===== src/rtl/psk_tx_ctrl_if.sv =====
//------------------------------------------------------------------------------
// Module      : psk_tx_ctrl_if
// Description : Byte-stream valid/ready handshake feeding the PSK transmit
//               sequencer. The master offers bytes; the slave accepts them.
// Revision    : 1.0 - initial release
//------------------------------------------------------------------------------
`default_nettype none

interface psk_tx_ctrl_if;
  logic [7:0] in_data;   // byte to transmit, MSB sent first
  logic       in_last;   // final byte of a frame, qualified by in_valid
  logic       in_valid;  // byte offered
  logic       in_ready;  // holding register empty

  modport master (
    output in_data,
    output in_last,
    output in_valid,
    input  in_ready
  );

  modport slave (
    input  in_data,
    input  in_last,
    input  in_valid,
    output in_ready
  );
endinterface

`default_nettype wire


===== src/rtl/psk_tx_ctrl.sv =====
//------------------------------------------------------------------------------
// Module      : psk_tx_ctrl
// Description : 2PSK transmit sequencer. Frames handshaked bytes as an
//               alternating preamble, MSB-first data and an all-ones tail, and
//               emits one code bit per symbol period plus the matching DDS
//               phase-offset word (bit 1 -> 0 deg, bit 0 -> 180 deg).
// Revision    : 1.0 - initial release
//------------------------------------------------------------------------------
`default_nettype none

module psk_tx_ctrl #(
  parameter int SYM_CYCLES    = 64,  // clock cycles per symbol, >= 2
  parameter int PREAMBLE_BITS = 8,   // alternating preamble symbols, >= 1
  parameter int TAIL_BITS     = 2,   // all-ones tail symbols, >= 1
  parameter int PHASE_W       = 10   // DDS phase-offset word width
) (
  input  wire logic               clk,
  input  wire logic               rst,
  psk_tx_ctrl_if.slave            tx_in,
  output logic                    ser_code,
  output logic [PHASE_W-1:0]      phase_offset,
  output logic                    sym_strobe,
  output logic                    busy,
  output logic                    underrun
);

  localparam int CNT_W   = (SYM_CYCLES > 1) ? $clog2(SYM_CYCLES) : 1;
  localparam int SEQ_MAX = (PREAMBLE_BITS > TAIL_BITS) ? PREAMBLE_BITS : TAIL_BITS;
  localparam int IDX_W   = (SEQ_MAX > 1) ? $clog2(SEQ_MAX) : 1;

  localparam logic [CNT_W-1:0]   c_CNT_LAST  = CNT_W'(SYM_CYCLES - 1);
  localparam logic [CNT_W-1:0]   c_CNT_PRE   = CNT_W'(SYM_CYCLES - 2);
  localparam logic [IDX_W-1:0]   c_PRE_LAST  = IDX_W'(PREAMBLE_BITS - 1);
  localparam logic [IDX_W-1:0]   c_TAIL_LAST = IDX_W'(TAIL_BITS - 1);
  localparam logic [PHASE_W-1:0] c_PHASE_180 = PHASE_W'(1) << (PHASE_W - 1);

  typedef enum logic [1:0] {
    S_IDLE     = 2'd0,
    S_PREAMBLE = 2'd1,
    S_DATA     = 2'd2,
    S_TAIL     = 2'd3
  } state_t;

  state_t             r_state;
  logic [CNT_W-1:0]   r_cnt;        // cycle within the current symbol
  logic [IDX_W-1:0]   r_idx;        // symbol index within preamble / tail
  logic [2:0]         r_bit;        // data bit index within the current byte
  logic [7:0]         r_sh;         // data shift register, MSB is on air
  logic               r_sh_last;    // byte in r_sh closes the frame
  logic [7:0]         r_hold;       // one-byte holding register
  logic               r_hold_last;
  logic               r_hold_full;

  logic               w_xfer;
  logic               w_cnt_last;
  logic               w_cnt_pre;
  logic               w_pre_end;
  logic               w_byte_end;
  logic               w_load;
  logic               w_ser_next;
  logic               w_und_next;

  assign tx_in.in_ready = ~r_hold_full;

  assign w_xfer     = tx_in.in_valid & ~r_hold_full;
  assign w_cnt_last = (r_cnt == c_CNT_LAST);
  assign w_cnt_pre  = (r_cnt == c_CNT_PRE);
  assign w_pre_end  = (r_state == S_PREAMBLE) && w_cnt_last && (r_idx == c_PRE_LAST);
  assign w_byte_end = (r_state == S_DATA) && w_cnt_last && (r_bit == 3'd7);
  // Shift register takes the held byte at the end of the preamble and, with
  // no gap, at the end of every byte when a successor is already waiting.
  assign w_load     = w_pre_end | (w_byte_end & r_hold_full);

  // Underrun is a registered pulse that must coincide with the last cycle of
  // bit 7, so it is raised one cycle early. The holding register cannot fill
  // at the boundary edge in time to matter, so its value after this edge is
  // exactly what the boundary decision will see.
  assign w_und_next = (r_state == S_DATA) && (r_bit == 3'd7) && w_cnt_pre &&
                      !r_sh_last && !(r_hold_full | w_xfer);

  // Next code bit; ser_code and phase_offset both register from this value.
  always_comb begin
    w_ser_next = ser_code;
    case (r_state)
      S_IDLE: begin
        w_ser_next = 1'b1;
      end
      S_PREAMBLE: begin
        if (w_cnt_last) begin
          // Symbol k outputs ~k[0]; the next symbol is r_idx+1, whose
          // inverted LSB equals r_idx[0].
          w_ser_next = (r_idx == c_PRE_LAST) ? r_hold[7] : r_idx[0];
        end
      end
      S_DATA: begin
        if (w_cnt_last) begin
          if (r_bit != 3'd7) begin
            w_ser_next = r_sh[6];
          end else if (r_hold_full) begin
            w_ser_next = r_hold[7];
          end else begin
            w_ser_next = 1'b1;
          end
        end
      end
      S_TAIL: begin
        w_ser_next = 1'b1;
      end
      default: begin
        w_ser_next = 1'b1;
      end
    endcase
  end

  // Holding register: filled by the handshake, emptied by a shift-register load.
  always_ff @(posedge clk) begin
    if (rst) begin
      r_hold      <= 8'h00;
      r_hold_last <= 1'b0;
      r_hold_full <= 1'b0;
    end else if (w_xfer) begin
      r_hold      <= tx_in.in_data;
      r_hold_last <= tx_in.in_last;
      r_hold_full <= 1'b1;
    end else if (w_load) begin
      r_hold_full <= 1'b0;
    end
  end

  // Frame sequencer with registered serial, phase, strobe, busy and underrun.
  always_ff @(posedge clk) begin
    if (rst) begin
      r_state      <= S_IDLE;
      r_cnt        <= '0;
      r_idx        <= '0;
      r_bit        <= 3'd0;
      r_sh         <= 8'h00;
      r_sh_last    <= 1'b0;
      ser_code     <= 1'b1;
      phase_offset <= '0;
      sym_strobe   <= 1'b0;
      busy         <= 1'b0;
      underrun     <= 1'b0;
    end else begin
      ser_code     <= w_ser_next;
      phase_offset <= w_ser_next ? '0 : c_PHASE_180;
      underrun     <= w_und_next;
      // The cycle after cnt==SYM_CYCLES-2 is the last cycle of the symbol;
      // a busy state never leaves to IDLE on that edge, so busy holds too.
      sym_strobe   <= (r_state != S_IDLE) && w_cnt_pre;

      if (r_state == S_IDLE) begin
        r_cnt <= '0;
      end else begin
        r_cnt <= w_cnt_last ? '0 : r_cnt + CNT_W'(1);
      end

      case (r_state)
        S_IDLE: begin
          busy <= 1'b0;
          if (r_hold_full) begin
            r_state <= S_PREAMBLE;
            r_idx   <= '0;
            busy    <= 1'b1;
          end
        end
        S_PREAMBLE: begin
          if (w_cnt_last) begin
            if (r_idx == c_PRE_LAST) begin
              r_state   <= S_DATA;
              r_sh      <= r_hold;
              r_sh_last <= r_hold_last;
              r_bit     <= 3'd0;
              r_idx     <= '0;
            end else begin
              r_idx <= r_idx + IDX_W'(1);
            end
          end
        end
        S_DATA: begin
          if (w_cnt_last) begin
            if (r_bit != 3'd7) begin
              r_sh  <= r_sh << 1;
              r_bit <= r_bit + 3'd1;
            end else if (r_hold_full) begin
              r_sh      <= r_hold;
              r_sh_last <= r_hold_last;
              r_bit     <= 3'd0;
            end else begin
              // Either the frame closed normally or the source ran dry;
              // both finish with the tail.
              r_state <= S_TAIL;
              r_idx   <= '0;
            end
          end
        end
        S_TAIL: begin
          if (w_cnt_last) begin
            if (r_idx == c_TAIL_LAST) begin
              r_state <= S_IDLE;
              r_idx   <= '0;
              busy    <= 1'b0;
            end else begin
              r_idx <= r_idx + IDX_W'(1);
            end
          end
        end
        default: begin
          r_state <= S_IDLE;
          busy    <= 1'b0;
        end
      endcase
    end
  end

endmodule

`default_nettype wire


===== src/flat_wrapper.sv =====
// flat-port wrapper written by rule: the top's interface ports become plain ports
module psk_tx_ctrl_flat 
#(
  parameter int SYM_CYCLES    = 64,                                  
  parameter int PREAMBLE_BITS = 8,                                        
  parameter int TAIL_BITS     = 2,                                 
  parameter int PHASE_W       = 10                                 
)
  (clk, rst, ser_code, phase_offset, sym_strobe, busy, underrun, tx_in_in_data, tx_in_in_last, tx_in_in_valid, tx_in_in_ready);
  psk_tx_ctrl_if tx_in_i ();
  input  wire logic clk;
  input  wire logic rst;
  output logic ser_code;
  output logic [PHASE_W-1:0] phase_offset;
  output logic sym_strobe;
  output logic busy;
  output logic underrun;
  input wire logic [$bits(tx_in_i.in_data)-1:0] tx_in_in_data;
  input wire logic [$bits(tx_in_i.in_last)-1:0] tx_in_in_last;
  input wire logic [$bits(tx_in_i.in_valid)-1:0] tx_in_in_valid;
  output wire logic [$bits(tx_in_i.in_ready)-1:0] tx_in_in_ready;
  assign tx_in_i.in_data = tx_in_in_data;
  assign tx_in_i.in_last = tx_in_in_last;
  assign tx_in_i.in_valid = tx_in_in_valid;
  assign tx_in_in_ready = tx_in_i.in_ready;
  psk_tx_ctrl #(.SYM_CYCLES(SYM_CYCLES), .PREAMBLE_BITS(PREAMBLE_BITS), .TAIL_BITS(TAIL_BITS), .PHASE_W(PHASE_W)) u_core (.clk(clk), .rst(rst), .tx_in(tx_in_i), .ser_code(ser_code), .phase_offset(phase_offset), .sym_strobe(sym_strobe), .busy(busy), .underrun(underrun));
endmodule

===== config.mk =====
export PLATFORM = sky130hd
export DESIGN_NAME = psk_tx_ctrl_flat
export DESIGN_NICKNAME = d
export VERILOG_FILES = /design/src/rtl/psk_tx_ctrl_if.sv /design/src/rtl/psk_tx_ctrl.sv /design/src/flat_wrapper.sv
export SDC_FILE = /design/constraint.sdc
export NUM_CORES = 1
export LEC_CHECK = 0
export BUFFER_PORTS_ARGS = -buffer_cell sky130_fd_sc_hd__buf_2
export CAP_MARGIN = 0
export CELL_PAD_IN_SITES_DETAIL_PLACEMENT = 1
export CELL_PAD_IN_SITES_GLOBAL_PLACEMENT = 2
export CORE_MARGIN = 8
export CORE_UTILIZATION = 36
export CTS_CLUSTER_DIAMETER = 80
export DETAILED_ROUTE_END_ITERATION = 10
export PLACE_DENSITY_LB_ADDON = 0.15
export SLEW_MARGIN = 20
export SYNTH_ARGS = -nofsm -noshare
export SYNTH_HDL_FRONTEND = slang
export SYNTH_SLANG_ARGS = --single-unit

===== constraint.sdc =====
create_clock -name clk -period 4 [get_ports clk]
set_input_delay 0.8 -clock clk [delete_from_list [all_inputs] [get_ports clk]]
set_output_delay 0.8 -clock clk [all_outputs]
set_load 0.03 [all_outputs]

==> qor.yml, run 1 <==
critPathRequiredTime_ps: 4220
crit_path_max_incr_delay_ps: 520
cts.repair.resized: 0
status: "finished clean"
antenna_found_initial: 0
grt_max_degree: 33
die_h_um: 88.1
whs_ps: 464
synth_edf_count: 0
place_congestion: 0.754
cts_hold_buffers: 0
fin_crit_sh_pct: 55.9
met2_usage_pct: 21.4
grt_pass1_vias: 1713
final_cell_mix: "37 x dfxtp_1, 25 x a21oi_1, 24 x nand2_1"
globalRouteMet3Util_pct: 3.19
area_growth_pct: 9.69
post-cts-setup-buffer-count: 0
grt_pass1_wl_um: 8470
die_area_um2: 7760
cts.sinks: 37
crit_start: "u_core.r_idx[0]$_SDFFE_PP0P_"
io_buffer_count: 17
cpMostUsedCell: "ha_1"
ioPinCount: 27
row_count: 26
ys_ff_latch: 37
grt_use_met1_pct: 18.3
clock_power_share_pct: 25.8
crit_type: "reg2reg"
finalSetupViolations: 0
num_vias: 1539
p_seq_share_pct: 41.6
cp_max_fo: 6
grt_use_total_pct: 13.8
drv_cap: 0
report.final.slew_viol_count: 0
async_flop_share_pct: 0
reg2reg_to: "u_core.r_bit[0]$_SDFFE_PP0P_"
finalClockSkew_ps: 4.20
p_switching_uw: 393
vias_per_cell: 5.13
antenna_left: 0
endpoint_kind: "flop"
wl_per_cell_um: 16.1
dp.cells: 292
stdcell_count: 300
cp-start-kind: "flop"
leakagePower_nw: 0.796
h-tree-depth: 2
powerDensity_nw_per_um2: 496
arrival_ps: 2460
crit_end: "u_core.r_bit[0]$_SDFFE_PP0P_"
cts_tree: "yes"
dr.pass1.iters: 4
tightest_slew_ps: 667
fillers: 639
core_um2: 5070
r2r-start: "u_core.r_idx[0]$_SDFFE_PP0P_"
min_path_type: "reg2reg"
routed_wl_um: 4820
yosys_warnings: 0
crit_chain: "ha_1 -> ha_1 -> and2b_4 -> or4_4 -> or4_1 -> a21oi_1"
clock_latency_ps: 290
numCtsBuffers: 5
r2r_cells: 6
fmax_mhz: 447
syn-cell-area_um2: 1870
ys.flop_type: "dfxtp_1"
p_sw_share_pct: 38.6
cpMaxStageDelayCell: "or4_4"
avgSynthCellArea_um2: 8.67
layout_commonest_cell: "dfxtp_1"
yosysSeqAreaShare_pct: 39.6
drive_gt1_share_pct: 13.5
r2r_setup_slack_ps: 1760
overflow: 0
finalHoldViolCount: 0
initial_utilization_pct: 36.9
slew_headroom_pct: 55.2
combPwrFrac_pct: 32.6
netlist-cell-type-count: 45
drt_iter0_markers: 83
irDropWorstVdd_mv: 0.174
clock-root-buffer: "clkbuf_8"
finalSetupTns_ps: 0
grt_busiest_layer: "met2"
synthCells: 216
rsz0062_at_grt: "false"
dpl.hpwl_um: 3580
die_x_um: 88.1
min_period_ps: 2240
diodes: 0
fin_nets: 253
path_clk_slew_ps: 80
internal_power_uw: 626
clockBufferDepth: 2
drc: 0
## how the worst min path moves through the flow
stage | to | slack (ps) | cells past startpoint | start
after floorplan | u_core.r_cnt[0]$_SDFF_PP0_ | 430 | 1 | u_core.r_cnt[0]$_SDFF_PP0_
after global placement | u_core.r_cnt[0]$_SDFF_PP0_ | 450 | 1 | u_core.r_cnt[0]$_SDFF_PP0_
after CTS | u_core.r_hold[6]$_SDFFE_PP0P_ | 470 | 2 | u_core.r_hold[6]$_SDFFE_PP0P_
final | u_core.r_hold[6]$_SDFFE_PP0P_ | 460 | 2 | u_core.r_hold[6]$_SDFFE_PP0P_
after global routing | u_core.r_hold_last$_SDFFE_PP0P_ | 500 | 2 | u_core.r_hold_last$_SDFFE_PP0P_
after detailed placement | u_core.r_hold[6]$_SDFFE_PP0P_ | 450 | 2 | u_core.r_hold[6]$_SDFFE_PP0P_
## metal layers
layer	up-vias	routed length (um)
li1	782	-
met1	724	2420
met2	28	2170
met3	5	173
met4	0	55
met5	-	0
## synth_stat cells, types with 4 or more instances
master	n	area (um2)
clkbuf_1	5	18.8
nand2_1	24	90.1
mux2i_1	7	70.1
nor2_1	12	45.0
a21oi_1	25	125
dfxtp_1	37	741
nand4_1	4	25.0
o21ai_0	10	50.1
buf_4	9	67.6
nor3_1	9	45.0
ha_1	12	150
inv_1	9	33.8
a311oi_1	6	52.6
## cell families (layout without fill, tap and decap cells)
group | Yosys count | in the layout | synth area share (%)
other cells | 1 | 9 | 0.200
fa+ha+maj | 12 | 12 | 8.02
mux | 8 | 8 | 4.35
xor+xnor | 4 | 4 | 1.87
compound gates | 57 | 57 | 19.0
buf+inv | 28 | 34 | 8.02
flops | 37 | 37 | 39.6
simple gates | 69 | 69 | 19.0
## final cells by class
cell class | count | area, um2 | area share [%]
repair buffers | 17 | 85.1 | 4.14
well taps | 70 | 87.6 | 4.27
multi-input cells | 159 | 1020 | 49.7
flip-flops and latches | 37 | 741 | 36.1
clock buffers | 5 | 68.8 | 3.35
inverters | 9 | 33.8 | 1.65
clock inverters | 3 | 17.5 | 0.853
## power groups by stage
stage / Sequential [mW] / Clock (mW) / Combinational (mW)
floorplan: 0.439 / 0 / 0.237
global placement: 0.429 / 0 / 0.312
detailed placement: 0.432 / 0 / 0.325
CTS: 0.424 / 0.271 / 0.327
global route: 0.428 / 0.283 / 0.369
finish: 0.423 / 0.263 / 0.332
## state kept, by name, indices dropped and copies added (netlist names)
signal               flops
u_core.r_hold            8
u_core.r_sh_last         1
u_core.ser_code          1
u_core.r_state           2
u_core.r_sh              7
u_core.r_bit             3
u_core.r_hold_full       1
u_core.r_idx             3
u_core.sym_strobe        1
u_core.r_hold_last       1
u_core.underrun          1
u_core.phase_offset      1
u_core.busy              1
u_core.r_cnt             6
## through the flow
stage                     power [mW]  util (%)  cell area, um2  setup slack, ps
after floorplan                0.676         -            1900             2010
after global placement         0.741      38.6            1960             1640
after detailed placement       0.757      38.6            1960             1530
after CTS                       1.02      40.3            2040             1520
after global routing            1.08      40.5            2050             1600
final                           1.02      40.5            2050             1760
## worst max-delay path, delay by kind of cell (launching register included)
| kind | cells | cell delay (ps) |
|---|---|---|
| compound gates | 1 | 150 |
| fa+ha+maj | 2 | 400 |
| flops | 1 | 420 |
| simple gates | 3 | 1190 |
Note: power is estimated with default switching activity, not from simulation.
==> inputs of run 2 (changes only) <==
Settings changed: CORE_UTILIZATION 36 to 30.
Clock period 4 ns to 2 ns, I/O delays scaled along.
==> run 2 against run 1 <==
Compared with the run above: first-iteration DRC count shrank 31%; core utilization down 3.8 points; clock-buffer cell count rose by 1; clock skew fell by 0.70 ps; power increased by 110%; wire length is 9.4% higher; via count grew 6.1%; combinational power up 130%; critical path depth stayed put; flip-flop and latch count stayed put; setup slack worse by 1700 ps; largest power group unchanged.
==> qor.yml, run 2 (synthesis gave the netlist of run 1 again) <==
layout_commonest_cell: "dfxtp_1"
post-cts-setup-buffer-count: 0  # unchanged
drv_cap: 0  # unchanged
powerDensity_nw_per_um2: 975  # +96%
dpl.hpwl_um: 3980  # +11%
path_clk_slew_ps: 70  # about the same
dp.cells: 309  # +5.8%
die_x_um: 95.0  # +7.8%
cp-start-kind: "flop"
ioPinCount: 27  # unchanged
area_growth_pct: 17.2
min_period_ps: 1940  # -299 ps
grt_use_total_pct: 12.2  # -1.6 points
clockBufferDepth: 2  # unchanged
cts_tree: "yes"
overflow: 0  # unchanged
crit_type: "reg2reg"
arrival_ps: 2170  # -290 ps
report.final.slew_viol_count: 0  # unchanged
finalClockSkew_ps: 3.51  # -0.696 ps
largest_reg_flops: 8  # unchanged
dr.pass1.iters: 4  # unchanged
num_vias: 1633  # +6.1%
clock_latency_ps: 290  # about the same
critPathRequiredTime_ps: 2230  # -1990 ps
final_cell_mix: "34 x dfxtp_1, 24 x nand2_1, 24 x a21oi_1"
fmax_mhz: 516  # +15%
antenna_left: 0  # unchanged
whs_ps: 343  # -121 ps
cp_max_fo: 3  # -3
place_congestion: 0.805  # +6.8%
top_register: "u_core.r_hold"
grt_pass1_wl_um: 8570  # +1.2%
initial_utilization_pct: 31.2  # -5.6 points
vias_per_cell: 5.15  # +0.42%
leakagePower_nw: 0.859  # +7.9%
die_h_um: 95.0  # +7.8%
antenna_found_initial: 0  # unchanged
numCtsBuffers: 5  # unchanged
cpMostUsedCell: "or4_4"
diodes: 0  # unchanged
die_area_um2: 9020  # +16%
min_path_type: "in2reg"
row_count: 28  # +7.7%
core_um2: 5990  # +18%
irDropWorstVdd_mv: 0.365  # +110%
crit_path_max_incr_delay_ps: 480  # -40 ps
drive_gt1_share_pct: 21.9  # +8.4 points
cpMaxStageDelayCell: "or4_4"
clock-root-buffer: "clkbuf_8"
final_util_pct: 36.6  # -3.8 points
cts.sinks: 37  # unchanged
fin_crit_sh_pct: 96.9  # +41 points
reg_top3: "u_core.r_hold: 8 flops, u_core.r_sh: 7 flops, u_core.r_cnt: 6 flops"
crit_chain: "ha_1 -> ha_2 -> and2b_4 -> or4_4 -> or4_4 -> a21oi_2"
finalSetupTns_ps: 0  # unchanged
finalHoldViolCount: 0  # unchanged
finalSetupViolations: 0  # unchanged
stdcell_count: 317  # +5.7%
drt_iter0_markers: 57  # -31%
endpoint_kind: "flop"
whs_path_depth: 3  # +1
wl_per_cell_um: 16.6  # +3.5%
status: "finished clean"
fin_nets: 266  # +5.1%
io_buffer_count: 17  # unchanged
r2r_cells: 6  # unchanged
rsz0062_at_grt: "false"
routed_wl_um: 5270  # +9.4%
grt_max_degree: 19  # -42%
drc: 0  # unchanged
grt_pass1_vias: 1733  # +1.2%
h-tree-depth: 2  # unchanged
run 2: changes by cell type in the layout (fill, tap and decap cells not counted), sizes merged:
cell,previous run,this run
clkinv,2,0
buf,17,30
clkbuf,5,6
run 2: timing repair:
item	CTS	global route
gates resized for setup	0	14
hold buffers	0	0
setup endpoints to repair	0	8
run 2: stage by stage:
step	setup WS (ps)	total power [mW]	area, um2
2_1_floorplan	8.76	1.35	1900
3_3_place_gp	111	1.56	2050
3_5_place_dp	32.5	1.59	2050
4_1_cts	20.4	2.15	2140
6_report	61.4	2.14	2190
5_1_grt	0.429	2.30	2190
run 2: critical path, delay by kind of cell, from the launching register on:
family          cells  cell delay (ps)
simple gates        3             1100
compound gates      1              120
fa+ha+maj           2              330
flops               1              340
run 2: worst paths after layout:
check	from	endpoint	slack, ps
worst min register to register	u_core.r_hold[0]$_SDFFE_PP0P_	u_core.r_hold[0]$_SDFFE_PP0P_	470
worst max-delay path	u_core.r_idx[1]$_SDFFE_PP0P_	u_core.r_bit[0]$_SDFFE_PP0P_	60
worst min-delay path	tx_in_in_last	u_core.r_hold_last$_SDFFE_PP0P_	340
worst max register to register	u_core.r_idx[1]$_SDFFE_PP0P_	u_core.r_bit[0]$_SDFFE_PP0P_	60
run 2: cell type report:
type	count	area, um2
fillers	715	3800
well taps	75	93.8
clock inverters	1	7.51
multi-input cells	159	1050
flip-flops and latches	37	744
repair buffers	30	184
clock buffers	6	82.6
inverters	9	33.8
run 2: power by group:
group | internal, mW | switching (mW) | total [mW]
clock network | 0.273 | 0.271 | 0.544
registers | 0.797 | 0.0511 | 0.848
logic | 0.275 | 0.472 | 0.747
run 2: routing by layer:
layer	part of all wire [%]	vias up	track usage [%]
met5	0	-	0
li1	-	804	-
met4	1.3	0	3.90
met1	48	797	15.4
met3	3.4	7	2.86
met2	47	25	19.9
==> inputs of run 3 (changes only) <==
Settings changed: CORE_MARGIN 8 to 2, CORE_UTILIZATION 30 to 35, CTS_BUF_LIST set to sky130_fd_sc_hd__clkbuf_4 sky130_fd_sc_hd__clkbuf_8.
Clock period 2 ns to 1.9 ns, I/O delays scaled along.
==> run 3 against run 2 <==
Compared with the run above: non-clock buffer count up 8; maximum frequency grew 2.2%; clock-buffer cell count did not move; global-route usage is 5.0 points higher; worst hold slack worse by 15 ps; core utilization rose by 7.6 points; sequential power increased by 5.9%; design area up 3.5%; via count is 1.2% lower.
==> qor.yml, run 3 (synthesis gave the netlist of run 1 again) <==
status: "finished clean"
fin_crit_sh_pct: 99.9  # +2.9 points
finalSetupTns_ps: 0  # unchanged
p_seq_share_pct: 39.5  # -0.2 points
min_path_type: "in2reg"
initial_utilization_pct: 36.4  # +5.2 points
grt_max_degree: 20  # +1
cpMaxStageDelayCell: "or4_4"
cts.sinks: 37  # unchanged
r2r-start: "u_core.r_idx[0]$_SDFFE_PP0P_"
leakagePower_nw: 0.900  # +4.8%
ioPinCount: 27  # unchanged
drc: 0  # unchanged
arrival_ps: 2130  # -40 ps
grt_pass1_vias: 1720  # -0.75%
cp_max_fo: 2  # -1
stdcell_count: 320  # +0.95%
final_util_pct: 44.2  # +7.6 points
whs_ps: 328  # -15.1 ps
r2r_setup_slack_ps: 2  # -60 ps
drt_iter0_markers: 56  # -1.8%
r2r_cells: 6  # unchanged
finalSetupViolations: 0  # unchanged
combPwrFrac_pct: 35.3  # +0.4 points
cts_hold_buffers: 0  # unchanged
ff_latch_area_um2: 747  # +0.34%
p_switching_uw: 843  # +6.1%
grt_pass1_wl_um: 8290  # -3.2%
endpoint_kind: "flop"
final_cell_mix: "32 x dfxtp_1, 24 x a21oi_1, 23 x nand2_1"
p_sw_share_pct: 37.1  # -0.067 points
min_period_ps: 1900  # -40.9 ps
path_clk_slew_ps: 80  # about the same
dp.cells: 308  # -0.32%
finalWorstSetupSlack_ps: 2.33  # -59.1 ps
area_growth_pct: 21.4
clockBufferDepth: 2  # unchanged
clock-root-buffer: "clkbuf_8"
h-tree-depth: 2  # unchanged
preCtsSetupSlack_ps: -52.2  # -84.7 ps
crit_end: "u_core.r_bit[0]$_SDFFE_PP0P_"
die_h_um: 77.1  # -19%
report.final.slew_viol_count: 0  # unchanged
vias_per_cell: 5.04  # -2.1%
diodes: 0  # unchanged
clock_power_share_pct: 25.2  # -0.2 points
grt_use_total_pct: 17.2  # +5.0 points
reg_top3: "u_core.r_hold: 8 flops, u_core.r_sh: 7 flops, u_core.r_cnt: 6 flops"
critPathRequiredTime_ps: 2130  # -100 ps
wl_per_cell_um: 15.3  # -8.0%
crit_path_max_incr_delay_ps: 480  # about the same
fin_nets: 274  # +3.0%
num_vias: 1614  # -1.2%
total_power_mw: 2.27  # +6.3%
io_buffer_count: 17  # unchanged
antenna_found_initial: 0  # unchanged
place_congestion: 0.748  # -7.1%
dr.pass1.iters: 4  # unchanged
largest_reg_flops: 8  # unchanged
drive_gt1_share_pct: 26.0  # +4.1 points
clock_latency_ps: 290  # about the same
antenna_left: 0  # unchanged
final_area_um2: 2270  # +3.5%
crit_chain: "ha_4 -> ha_4 -> and2b_4 -> or4_4 -> or4_4 -> a21oi_2"
fillers: 634  # -11%
internal_power_mw: 1.43  # +6.4%
dpl-instance-area_um2: 2080  # +1.2%
irDropWorstVdd_mv: 0.385  # +5.4%
powerDensity_nw_per_um2: 1000  # +2.6%
drv_cap: 0  # unchanged
die_area_um2: 5950  # -34%
crit_type: "reg2reg"
top_register: "u_core.r_hold"
routed_wl_um: 4890  # -7.1%
crit_start: "u_core.r_idx[0]$_SDFFE_PP0P_"
cp-start-kind: "flop"
core_um2: 5140  # -14%
rsz0062_at_grt: "true"
cts_tree: "yes"
layout_commonest_cell: "dfxtp_1"
reg2reg_to: "u_core.r_bit[0]$_SDFFE_PP0P_"
finalClockSkew_ps: 6.68  # +3.17 ps
finalHoldViolCount: 0  # unchanged
overflow: 0  # unchanged
fmax_mhz: 527  # +2.2%
dpl.hpwl_um: 3590  # -9.7%
row_count: 26  # -7.1%
die_x_um: 77.1  # -19%
numCtsBuffers: 5  # unchanged
multiInputGateArea_um2: 1070  # +2.4%
-- run 3: cell count changes in the layout (fill, tap and decap cells not counted), sizes merged --
cell,before,now
buf,30,38
-- run 3: repair_timing --
item / CTS / global route
buffers inserted: 0 / 4
gates cloned: 0 / 1
endpoints found under the setup margin: 4 / 13
resized for setup: 4 / 16
pin swaps: 0 / 1
-- run 3: worst max-delay path: cells and delay by family (launching register included) --
kind            cells  cell delay, ps
simple gates        3            1090
flops               1             360
fa+ha+maj           2             260
compound gates      1             120
-- run 3: power groups by stage --
stage               Sequential [mW]  Combinational, mW  Clock [mW]
floorplan                     0.926              0.517           0
CTS                           0.889              0.777       0.591
global placement              0.900              0.737           0
finish                        0.898              0.803       0.572
global route                  0.906              0.884       0.628
detailed placement            0.907              0.763           0
-- run 3: worst min path at each step --
stage                                             start                            end  slack [ps]  cells after the start
after floorplan              u_core.r_cnt[0]$_SDFF_PP0_     u_core.r_cnt[0]$_SDFF_PP0_         430                      1
after global placement       u_core.r_cnt[0]$_SDFF_PP0_     u_core.r_cnt[0]$_SDFF_PP0_         450                      1
after detailed placement  u_core.r_hold[6]$_SDFFE_PP0P_  u_core.r_hold[6]$_SDFFE_PP0P_         450                      2
after CTS                              tx_in_in_data[7]  u_core.r_hold[7]$_SDFFE_PP0P_         320                      3
after global routing                   tx_in_in_data[7]  u_core.r_hold[7]$_SDFFE_PP0P_         330                      3
final                                  tx_in_in_data[7]  u_core.r_hold[7]$_SDFFE_PP0P_         330                      3
-- run 3: final cells by class --
cell class	count	area share [%]
Clock buffer	6	3.63
Clock inverter	1	0.330
Inverter	9	1.49
Multi-Input combinational cell	159	47.2
Sequential cell	37	32.9
Tap cell	70	3.85
Timing Repair Buffer	38	10.6
-- run 3: per-layer routing --
metal	global-route usage, %	wire [um]	part of all wire, %	vias to the layer above
li1	-	-	-	821
met5	0	0	0	-
met2	27.3	2220	45	30
met4	4.46	59	1.2	0
met3	4.47	164	3.4	7
met1	23.2	2450	50	756
